`src/rtl/async_fifo_rd_streamer.sv`:
```
// Read-side streamer for async_fifo: pops words in the rclk domain and re-presents them
// on a valid/ready stream through a 3-entry in-order buffer, with optional burst gating.
module async_fifo_rd_streamer #(
  parameter int    DSIZE       = 16,
  parameter string FALLTHROUGH = "TRUE",
  parameter int    BURST_MODE  = 0,
  parameter int    TIMEOUT     = 16
) (
  input  logic             rclk,
  input  logic             rrst,
  output logic             rinc,
  input  logic [DSIZE-1:0] rdata,
  input  logic             rempty,
  input  logic             arempty,
  input  logic             flush,
  output logic             o_valid,
  input  logic             o_ready,
  output logic [DSIZE-1:0] o_data,
  output logic [31:0]      o_count
);

  localparam bit          FT_MODE    = (FALLTHROUGH == "TRUE");
  localparam bit          BURST_EN   = (BURST_MODE != 0);
  localparam logic [31:0] TIMEOUT_M1 = 32'(TIMEOUT - 1);

  typedef enum logic [1:0] {
    ST_IDLE  = 2'd0,
    ST_FILL  = 2'd1,
    ST_DRAIN = 2'd2
  } state_t;

  state_t           state_r, state_s;
  logic [31:0]      timer_r, timer_s;
  logic [1:0]       occ_r, occ_s;
  logic [1:0]       wr_idx_s;
  logic             inflight_r;
  logic             valid_r;
  logic [31:0]      count_r;
  logic [DSIZE-1:0] buf_r   [3];
  logic [DSIZE-1:0] buf_s   [3];
  logic [DSIZE-1:0] shift_s [3];
  logic             rinc_s;
  logic             pop_s;
  logic             capture_s;

  // Pop strobe depends only on registered state and FIFO flags, never on o_ready.
  always_comb begin
    rinc_s    = (state_r == ST_DRAIN) && !rempty &&
                (({1'b0, occ_r} + {2'b00, inflight_r}) < 3'd3);
    pop_s     = valid_r && o_ready;
    capture_s = FT_MODE ? rinc_s : inflight_r;
  end

  // Next-state logic for the read-gating FSM and its fill timer.
  always_comb begin
    state_s = state_r;
    timer_s = timer_r;
    case (state_r)
      ST_IDLE: begin
        if (rempty) begin
          state_s = ST_IDLE;
        end else if (!BURST_EN) begin
          state_s = ST_DRAIN;
        end else begin
          state_s = ST_FILL;
          timer_s = 32'd0;
        end
      end
      ST_FILL: begin
        timer_s = timer_r + 32'd1;
        if (!arempty || flush || (timer_r == TIMEOUT_M1)) begin
          state_s = ST_DRAIN;
        end else begin
          state_s = ST_FILL;
        end
      end
      ST_DRAIN: begin
        // A registered-read word still in flight is captured after leaving DRAIN.
        if (rempty && !rinc_s) begin
          state_s = ST_IDLE;
        end else begin
          state_s = ST_DRAIN;
        end
      end
      default: begin
        state_s = ST_IDLE;
        timer_s = 32'd0;
      end
    endcase
  end

  // Buffer update: consume shifts toward the head, capture lands behind the survivors.
  always_comb begin
    occ_s      = occ_r + {1'b0, capture_s} - {1'b0, pop_s};
    wr_idx_s   = occ_r - {1'b0, pop_s};
    shift_s[0] = pop_s ? buf_r[1] : buf_r[0];
    shift_s[1] = pop_s ? buf_r[2] : buf_r[1];
    shift_s[2] = buf_r[2];
    for (int i = 0; i < 3; i++) begin
      if (capture_s && (wr_idx_s == 2'(i))) begin
        buf_s[i] = rdata;
      end else begin
        buf_s[i] = shift_s[i];
      end
    end
  end

  // State, buffer and counter registers.
  always_ff @(posedge rclk or posedge rrst) begin
    if (rrst) begin
      state_r    <= ST_IDLE;
      timer_r    <= 32'd0;
      occ_r      <= 2'd0;
      inflight_r <= 1'b0;
      valid_r    <= 1'b0;
      count_r    <= 32'd0;
      for (int i = 0; i < 3; i++) begin
        buf_r[i] <= '0;
      end
    end else begin
      state_r    <= state_s;
      timer_r    <= timer_s;
      occ_r      <= occ_s;
      inflight_r <= FT_MODE ? 1'b0 : rinc_s;
      valid_r    <= (occ_s != 2'd0);
      count_r    <= count_r + {31'd0, pop_s};
      for (int i = 0; i < 3; i++) begin
        buf_r[i] <= buf_s[i];
      end
    end
  end

  assign rinc    = rinc_s;
  assign o_valid = valid_r;
  assign o_data  = buf_r[0];
  assign o_count = count_r;

endmodule

```
`config.mk`:
```
export PLATFORM = sky130hd
export DESIGN_NAME = async_fifo_rd_streamer
export DESIGN_NICKNAME = d
export VERILOG_FILES = /design/src/rtl/async_fifo_rd_streamer.sv
export SDC_FILE = /design/constraint.sdc
export NUM_CORES = 1
export LEC_CHECK = 0
export CAP_MARGIN = 10
export CORE_MARGIN = 1.5
export CORE_UTILIZATION = 55
export CTS_CLUSTER_DIAMETER = 150
export CTS_CLUSTER_SIZE = 24
export DETAILED_ROUTE_END_ITERATION = 12
export HOLD_SLACK_MARGIN = 0.12
export PLACE_DENSITY_LB_ADDON = 0.2
export SLEW_MARGIN = 20
export SYNTH_ARGS = -nofsm -noshare
export SYNTH_HDL_FRONTEND = slang
export SYNTH_SLANG_ARGS = --single-unit
```
`constraint.sdc`:
```
create_clock -name rclk -period 4.35 [get_ports rclk]
set_input_delay 0.6525 -clock rclk [delete_from_list [all_inputs] [get_ports rclk]]
set_output_delay 0.6525 -clock rclk [all_outputs]
set_load 0.005 [all_outputs]
```
==> results.md, run 1 <==
- The placeable core region is 9820 µm².
- The post-placement cell count is 700.
- The total global-route track usage is 23.5%.
- Buffers inserted during clock tree synthesis total 17.
- The clock period could shrink to 2.91 ns.
- The flow ran to the end, and the final reports show no timing, DRC or antenna violations.
- From synthesis to final layout, the design area changed by 22.8%.
- The top-level port count is 72.
- The clock tree root buffer cell is clkbuf_8.
- Sequential cells burn 41.5% of the power.
- The sequential cells in the finished layout cover a total of 2930 µm².
- Once the floorplan was initialized, standard cells occupied 57.1% of the core.
- The fill cell total of the finished layout is 765.
- The relative slew slack is 35.7%.
- CTS built an H-tree with a depth of 4.
- The final-stage net count is 614.
- Synthesis handed over a netlist of 534 instances.
- The mean cell area of the mapped netlist is 10.5 µm².
- In this run the worst path has a maximum fanout of 13.
- The total setup violations reported at the end of the flow is 0.
- Setup repair after global routing left no endpoint under its margin.
- The leakage power total is 3.01 nW.
- The data required time at the worst endpoint is 3.70 ns.
- The commonest register cell after synthesis is dfrtp_1.
- The total global routing overflow is 0.
- The floorplan has 36 rows.
- The post-route netlist has 9.52% of its cells at a drive strength greater than 1.
- For this design the ratio of total power to cell area is 539 nW/µm².
- By count the netlist is led by dfrtp_1 (117), a21oi_1 (53), nor2_1 (38).
- STA puts the critical path data arrival time at 2.26 ns.
- The post-CTS repair timing setup buffer count is 0.
- Hold timing on the final database bottoms out at a slack of 0.499 ns.
- Based on the critical path, the design can be clocked at up to 343 MHz.
- The portion of total power attributed to the clock network is 36.0%.
- After synthesis, the cell types taking the most area are dfrtp_1 (52%), mux2i_1 (5.9%), a21oi_1 (4.7%).
- The number of gates resized after CTS was 0.
- IR analysis of the VDD net gives a maximum drop of 276 µV.
- During synthesis, Yosys emitted a total of 0 warnings.
- The floorplan die width is 104 µm.
- For this block, the initial DRC count from the detailed router was 195.
- Entering global routing, the biggest net connects 72 pins.
- The number of antenna violations at the first check in global routing was 0.
- Synthesis instantiated 43 different standard cells from the library.
- The count of nets left with antenna violations once routing finished came out at 0.
- The count of flip-flops with a built-in enable after synthesis is 0.
- Of the synthesized area, sequential elements account for 52.2%.
- The floorplan step defined a die boundary enclosing 10,800 µm².
- STA classifies the critical path startpoint as a register.
- The share of total power dissipated in combinational logic is 22.5%.
- The residual DRC count is 0.
- The number of vias after detailed routing is 4,319.
- CTS saw 117 sinks.
- Of all flip-flops after synthesis, the portion carrying an async set or reset was 100%.
- The final-report max-slew violation count came to 0.
- The TritonCTS clock tree is built.
- Summing all placed instances gives a cell area of 6300 µm².
- At the end of routability-driven placement, the weighted congestion stood at 0.836.
- The source-to-sink clock delay at the later pin of the worst-skew pair is 0.52 ns.
- For this block, the routed nets add up to 11,800 µm of wire.
- With fillers left out, the area of the finished cells amounts to 6890 µm².
- For this design the total switching power over the nets is 0.000987 W.
- The count of input and output buffers is 71.
- The number of nets in the synthesized netlist is 562.
- The critical path is of the reg -> out type.
- The cell area after synthesis is 5610 µm².
- The longest clock path from root to sink contains 2 buffers.
- The via count of the first global-routing pass is 4,383.
- The count of placed standard cells in the final layout, fillers left out is 732.
- The first-pass GRT wire length is 20,500 µm.
- The register bit total from synthesis is 117.
- The final count of hold timing violations came to 0.
- The overall die height is 104 µm.
- Summing all multi-input logic gate instances after layout gives 2430 µm².
- Dividing the detail-routed wire length by the instance count gives 16.2 µm.
- The path type of the worst min-delay path is reg -> reg.
- The switching part of the total is 26.6%.
- The number of maximum-capacitance constraint violations is 0.
- Of the available clock period, the critical path in the final layout requires 66.9%.
- The first-pass iteration count of the detailed router is 5.
- Cell internal power was estimated by the tool at 0.00273 W.
- The total inserted antenna cells is 0.
- Between clock sinks in the finished design, the worst skew comes to 0.00627 ns.
- Clock-pin slew was measured on the worst setup and hold paths at 0.05 ns.
- In this run, post-CTS hold repair placed 0 buffers.
- After detailed routing, the number of vias per cell comes to 5.90.
- At the pin with the least slew margin, the transition time is 0.961 ns.
- In the final timing run, aggregate negative setup slack is 0 ns.
- For this run, the share of the core covered by cells in the final layout is 70.1%.
- The endpoint type of the worst setup path is an output port.
- Of all cell types, the one taking the most synthesized area is dfrtp_1.
- Detailed placement ended at an HPWL of 7650 µm.
- The most repeated cell in the gate-level netlist after synthesis is dfrtp_1.
- Summed over its instances, the top area cell type makes up 52.2% of the synthesized netlist area.
-- sequential cells by signal, indices dropped and copies added (netlist names) --
name / cells
o_count: 32
timer_r: 32
state_r: 2
o_data: 16
o_valid: 1
buf_r: 32
occ_r: 2
-- per-stage QoR --
step / total power (W) / setup WS, ns
after floorplan: 0.00211 / 0.597
after global placement: 0.00234 / 1.52
final: 0.00371 / 1.44
after CTS: 0.00374 / 1.44
after global routing: 0.00390 / 1.29
after detailed placement: 0.00240 / 1.43
-- layer usage --
layer	GRT usage (%)	wire, µm	part of all wire [%]
met5	0	0	0
met4	10.0	273	2.3
met3	5.64	569	4.8
met2	38.7	5830	49
met1	29.7	5160	44
-- critical path, cell delays in order (launching register included) --
cell             delay, ns
dfrtp_1               0.52
a211oi_1              0.42
and2_1                0.23
clkdlybuf4s50_1       0.57
-- worst paths after layout --
check	endpoint	cells after the start	slack, ns	start
max in group asynchronous	o_count[14]$_DFF_PP0_	3	2.75	rrst
max	rinc	3	1.44	state_r[0]$_DFF_PP0_
min in group asynchronous	o_data[4]$_DFFE_PP0P_	2	0.66	rrst
min reg2reg	o_count[30]$_DFF_PP0_	1	0.50	o_count[30]$_DFF_PP0_
max reg2reg	buf_r[13]$_DFFE_PP0P_	4	1.93	state_r[0]$_DFF_PP0_
min	o_count[30]$_DFF_PP0_	1	0.50	o_count[30]$_DFF_PP0_
-- area by class of cell --
type	instances	area share (%)
clock buffers	23	6.92
repair buffers	76	10.9
inverters	10	0.581
flip-flops and latches	117	42.5
clock inverters	9	1.45
well taps	133	2.42
multi-input cells	364	35.3
-- kinds of logic after synthesis --
logic type	after synthesis	share of synthesized area, %
and+or+nand+nor	181	17.6
AOI/OAI and AO/OA	95	9.84
xor gates and xnor gates	33	5.15
muxes	49	9.10
DFF	117	52.2
adders and majority gates	6	1.34
buffers and inverters	53	4.80
-- placed cells by master (no fill, tap or decap), types with 5 or more instances in the layout --
master / n
xnor2_1: 29
or4_1: 16
inv_1: 9
clkbuf_16: 16
clkdlybuf4s50_1: 71
o31ai_1: 15
and2_1: 7
clkinv_2: 5
mux2i_1: 33
nor3_1: 6
and3_1: 9
nor2_1: 38
nor4_1: 7
buf_4: 5
or3_1: 7
dfrtp_1: 117
and4_1: 7
ha_1: 6
mux2_2: 16
o21ai_0: 15
nand3_1: 31
a21oi_1: 53
nand4_1: 20
clkbuf_8: 5
nand2_1: 23
-- power groups by stage --
stage               registers (W)  clock network [W]  logic (W)
floorplan                 0.00150                  0   0.000607
global placement          0.00154                  0   0.000799
detailed placement        0.00156                  0   0.000838
CTS                       0.00154            0.00135   0.000848
global route              0.00157            0.00140   0.000923
finish                    0.00154            0.00134   0.000834
Note: power is estimated with default switching activity, not from simulation.
==> inputs of run 2 (changes only) <==
--- a/config.mk
+++ b/config.mk
@@ -7,7 +7,7 @@
 export LEC_CHECK = 0
 export CAP_MARGIN = 10
 export CORE_MARGIN = 1.5
-export CORE_UTILIZATION = 55
+export CORE_UTILIZATION = 50
 export CTS_CLUSTER_DIAMETER = 150
 export CTS_CLUSTER_SIZE = 24
 export DETAILED_ROUTE_END_ITERATION = 12
==> constraint.sdc (replaced) <==
create_clock -name rclk -period 2.55 [get_ports rclk]
set_input_delay 0.3825 -clock rclk [delete_from_list [all_inputs] [get_ports rclk]]
set_output_delay 0.3825 -clock rclk [all_outputs]
set_load 0.005 [all_outputs]
==> results.md, run 2 (synthesis results as in run 1) <==
- The total inserted antenna cells is 0 (unchanged).
- The via count of the first global-routing pass is 4,198 (was 4,383).
- The placeable core region was 10,900 µm² (was 9820 µm²).
- The logic depth of the worst register-to-register path is 4 (unchanged).
- The area of combinational cells with multiple inputs is 2410 µm² (was 2430 µm²).
- The floorplan die width came to 109 µm (was 104 µm).
- The average detailed-routed wire length per instance was 15.9 µm (was 16.2 µm).
- The HPWL after detailed placement is 7520 µm (was 7650 µm).
- The CTS H-tree depth is 4 (unchanged).
- The number of antenna-violating nets in the routed design is 0 (unchanged).
- The startpoint type of the worst setup path is a register (unchanged).
- The worst-margin pin slew is 0.830 ns (was 0.961 ns).
- The source-to-sink clock delay at the later pin of the worst-skew pair is 0.50 ns (was 0.52 ns).
- The area of placed instances is 6360 µm² (was 6300 µm²).
- After layout, the minimum clock period comes to 2.43 ns.
- The first-pass iteration count of the detailed router is 4 (was 5).
- The flip-flop and latch area is 2930 µm² (unchanged).
- The most common cell after layout, fill and taps aside is dfrtp_1 (unchanged).
- The last weighted congestion value of the routability-driven placer is 0.819 (was 0.836).
- The endpoint type of the worst setup path is an output port (unchanged).
- The detailed-route vias per instance is 5.74 (was 5.90).
- The type of the setup path with the least slack is reg -> out (unchanged).
- The maximum achievable frequency is 411 MHz.
- The accumulated negative setup slack is 0 ns (unchanged).
- Commonest cells after routing, fill and taps aside: dfrtp_1 (117), clkdlybuf4s50_1 (71), a21oi_1 (53), nor2_1 (38), mux2i_1 (33) (unchanged).
- The relative slew slack is 44.7% (was 35.7%).
- The maximum fanout along the worst path is 4 (was 13).
- The clock transition time at the flip-flop clock pins of the worst setup and hold paths was 0.05 ns (about the same).
- The total setup violations reported at the end of the flow is 0 (unchanged).
- The post-CTS repair timing setup buffer count was 0 (unchanged).
- The proportion of layout cells with a drive suffix above 1 was 9.93% (was 9.52%).
- The final count of hold timing violations is 0 (unchanged).
- The power density over cell area is 913 nW/µm² (was 539 nW/µm²).
- The total global routing overflow is 0 (unchanged).
- The number of antenna violations at the first check in global routing is 0 (unchanged).
- The clock tree skew after final layout is 0.00923 ns (was 0.00627 ns).
- The total of cells resized after clock tree synthesis is 0 (unchanged).
- The setup slack after layout came to 0.119 ns (was 1.44 ns).
- The number of maximum-capacitance constraint violations was 0 (unchanged).
- The leakage power total is 3.02 nW (was 3.01 nW).
- The pin count of the biggest net entering global routing came to 118 (was 72).
- The data required time at the worst endpoint was 2.17 ns (was 3.70 ns).
- The maximum buffer depth of the clock tree was 2 (unchanged).
- The worst slack after detailed placement is 0.175 ns (was 1.43 ns).
- The number of buffers created by CTS is 17 (unchanged).
- The arrival time at the worst endpoint is 2.05 ns (was 2.26 ns).
- The clock tree root buffer cell is clkbuf_8 (unchanged).
- The worst-case vdd ir drop is 472 µV (was 276 µV).
- The total wire length is 11,800 µm (about the same).
- Result of the run: complete, no violations (unchanged).
- The total power draw is 0.00633 W (was 0.00371 W).
- The number of placement rows came to 38 (was 36).
- The final-report max-slew violation count is 0 (unchanged).
- The final standard cell utilization of the core is 63.7% (was 70.1%).
- The fill cell total of the finished layout is 903 (was 765).
- The final non-filler cell area came to 6930 µm² (was 6890 µm²).
- The violation count after the first detailed-routing iteration was 254 (was 195).
- The overall die height is 109 µm (was 104 µm).
- The number of hold-repair buffers added at the cts stage is 0 (unchanged).
- The TritonCTS clock tree is built (unchanged).
- The area of the die is 11,900 µm² (was 10,800 µm²).
- The total global-route track usage came to 21.4% (was 23.5%).
- The count of input and output buffers came to 71 (unchanged).
- The first-pass GRT wire length is 19,800 µm (was 20,500 µm).
- The path type of the worst min-delay path is in -> async (was reg -> reg).
- The number of vias after detailed routing is 4,268 (was 4,319).
- The layout-stage area growth over the synthesis result is 23.6% (was 22.8%).
- The top-level port count is 72 (unchanged).
- The residual DRC count is 0 (unchanged).
- Unrepaired setup endpoints after global routing: no (unchanged).
- The effective utilization at floorplan is 51.5% (was 57.1%).
- The final-stage net count was 619 (was 614).
- The CTS sink count is 117 (unchanged).
- In the finished design, the share of the clock period the worst path needs comes to 95.3%.
run 2: final timing paths:
kind / start / endpoint / slack (ns)
max in group asynchronous: rrst / state_r[0]$_DFF_PP0_ / 1.67
min in group rclk: o_count[31]$_DFF_PP0_ / o_count[31]$_DFF_PP0_ / 0.48
worst min register to register: o_count[31]$_DFF_PP0_ / o_count[31]$_DFF_PP0_ / 0.48
worst max register to register: timer_r[3]$_DFFE_PP0N_ / timer_r[15]$_DFFE_PP0N_ / 0.36
worst max-delay path: state_r[0]$_DFF_PP0_ / rinc / 0.12
worst min-delay path: rrst / o_count[31]$_DFF_PP0_ / 0.39
run 2: stage by stage:
step / hold WS [ns] / instances
after floorplan: 0.468 / 534
after detailed placement: 0.468 / 712
final: 0.388 / 744
after global placement: 0.462 / 712
after CTS: 0.443 / 744
after global routing: 0.462 / 744
run 2: final cells by class:
cell class | instances | area share, %
Sequential cell | 117 | 42.2
Multi-Input combinational cell | 364 | 34.8
Timing Repair Buffer | 81 | 11.5
Clock buffer | 24 | 6.93
Tap cell | 140 | 2.53
Clock inverter | 8 | 1.39
Inverter | 10 | 0.596
run 2: routing by layer:
layer  track usage [%]  up-vias  wire [µm]
met5                 0        -          0
met4              7.71        0        146
met3              5.62       12        385
met2              35.5       77       5920
met1              27.1     2137       5370
li1                  -     2042          -
run 2: power breakdown:
part           switching [W]  leakage (nW)  internal [W]
Combinational       0.000587          1.22      0.000848
Clock               0.000792         0.285       0.00149
Sequential          0.000286          1.52       0.00233
run 2: critical path: stages, from the launching register on:
cell and delay, ns:
dfrtp_1 0.43, a211oi_1 0.36, and2_1 0.23, clkdlybuf4s50_1 0.53
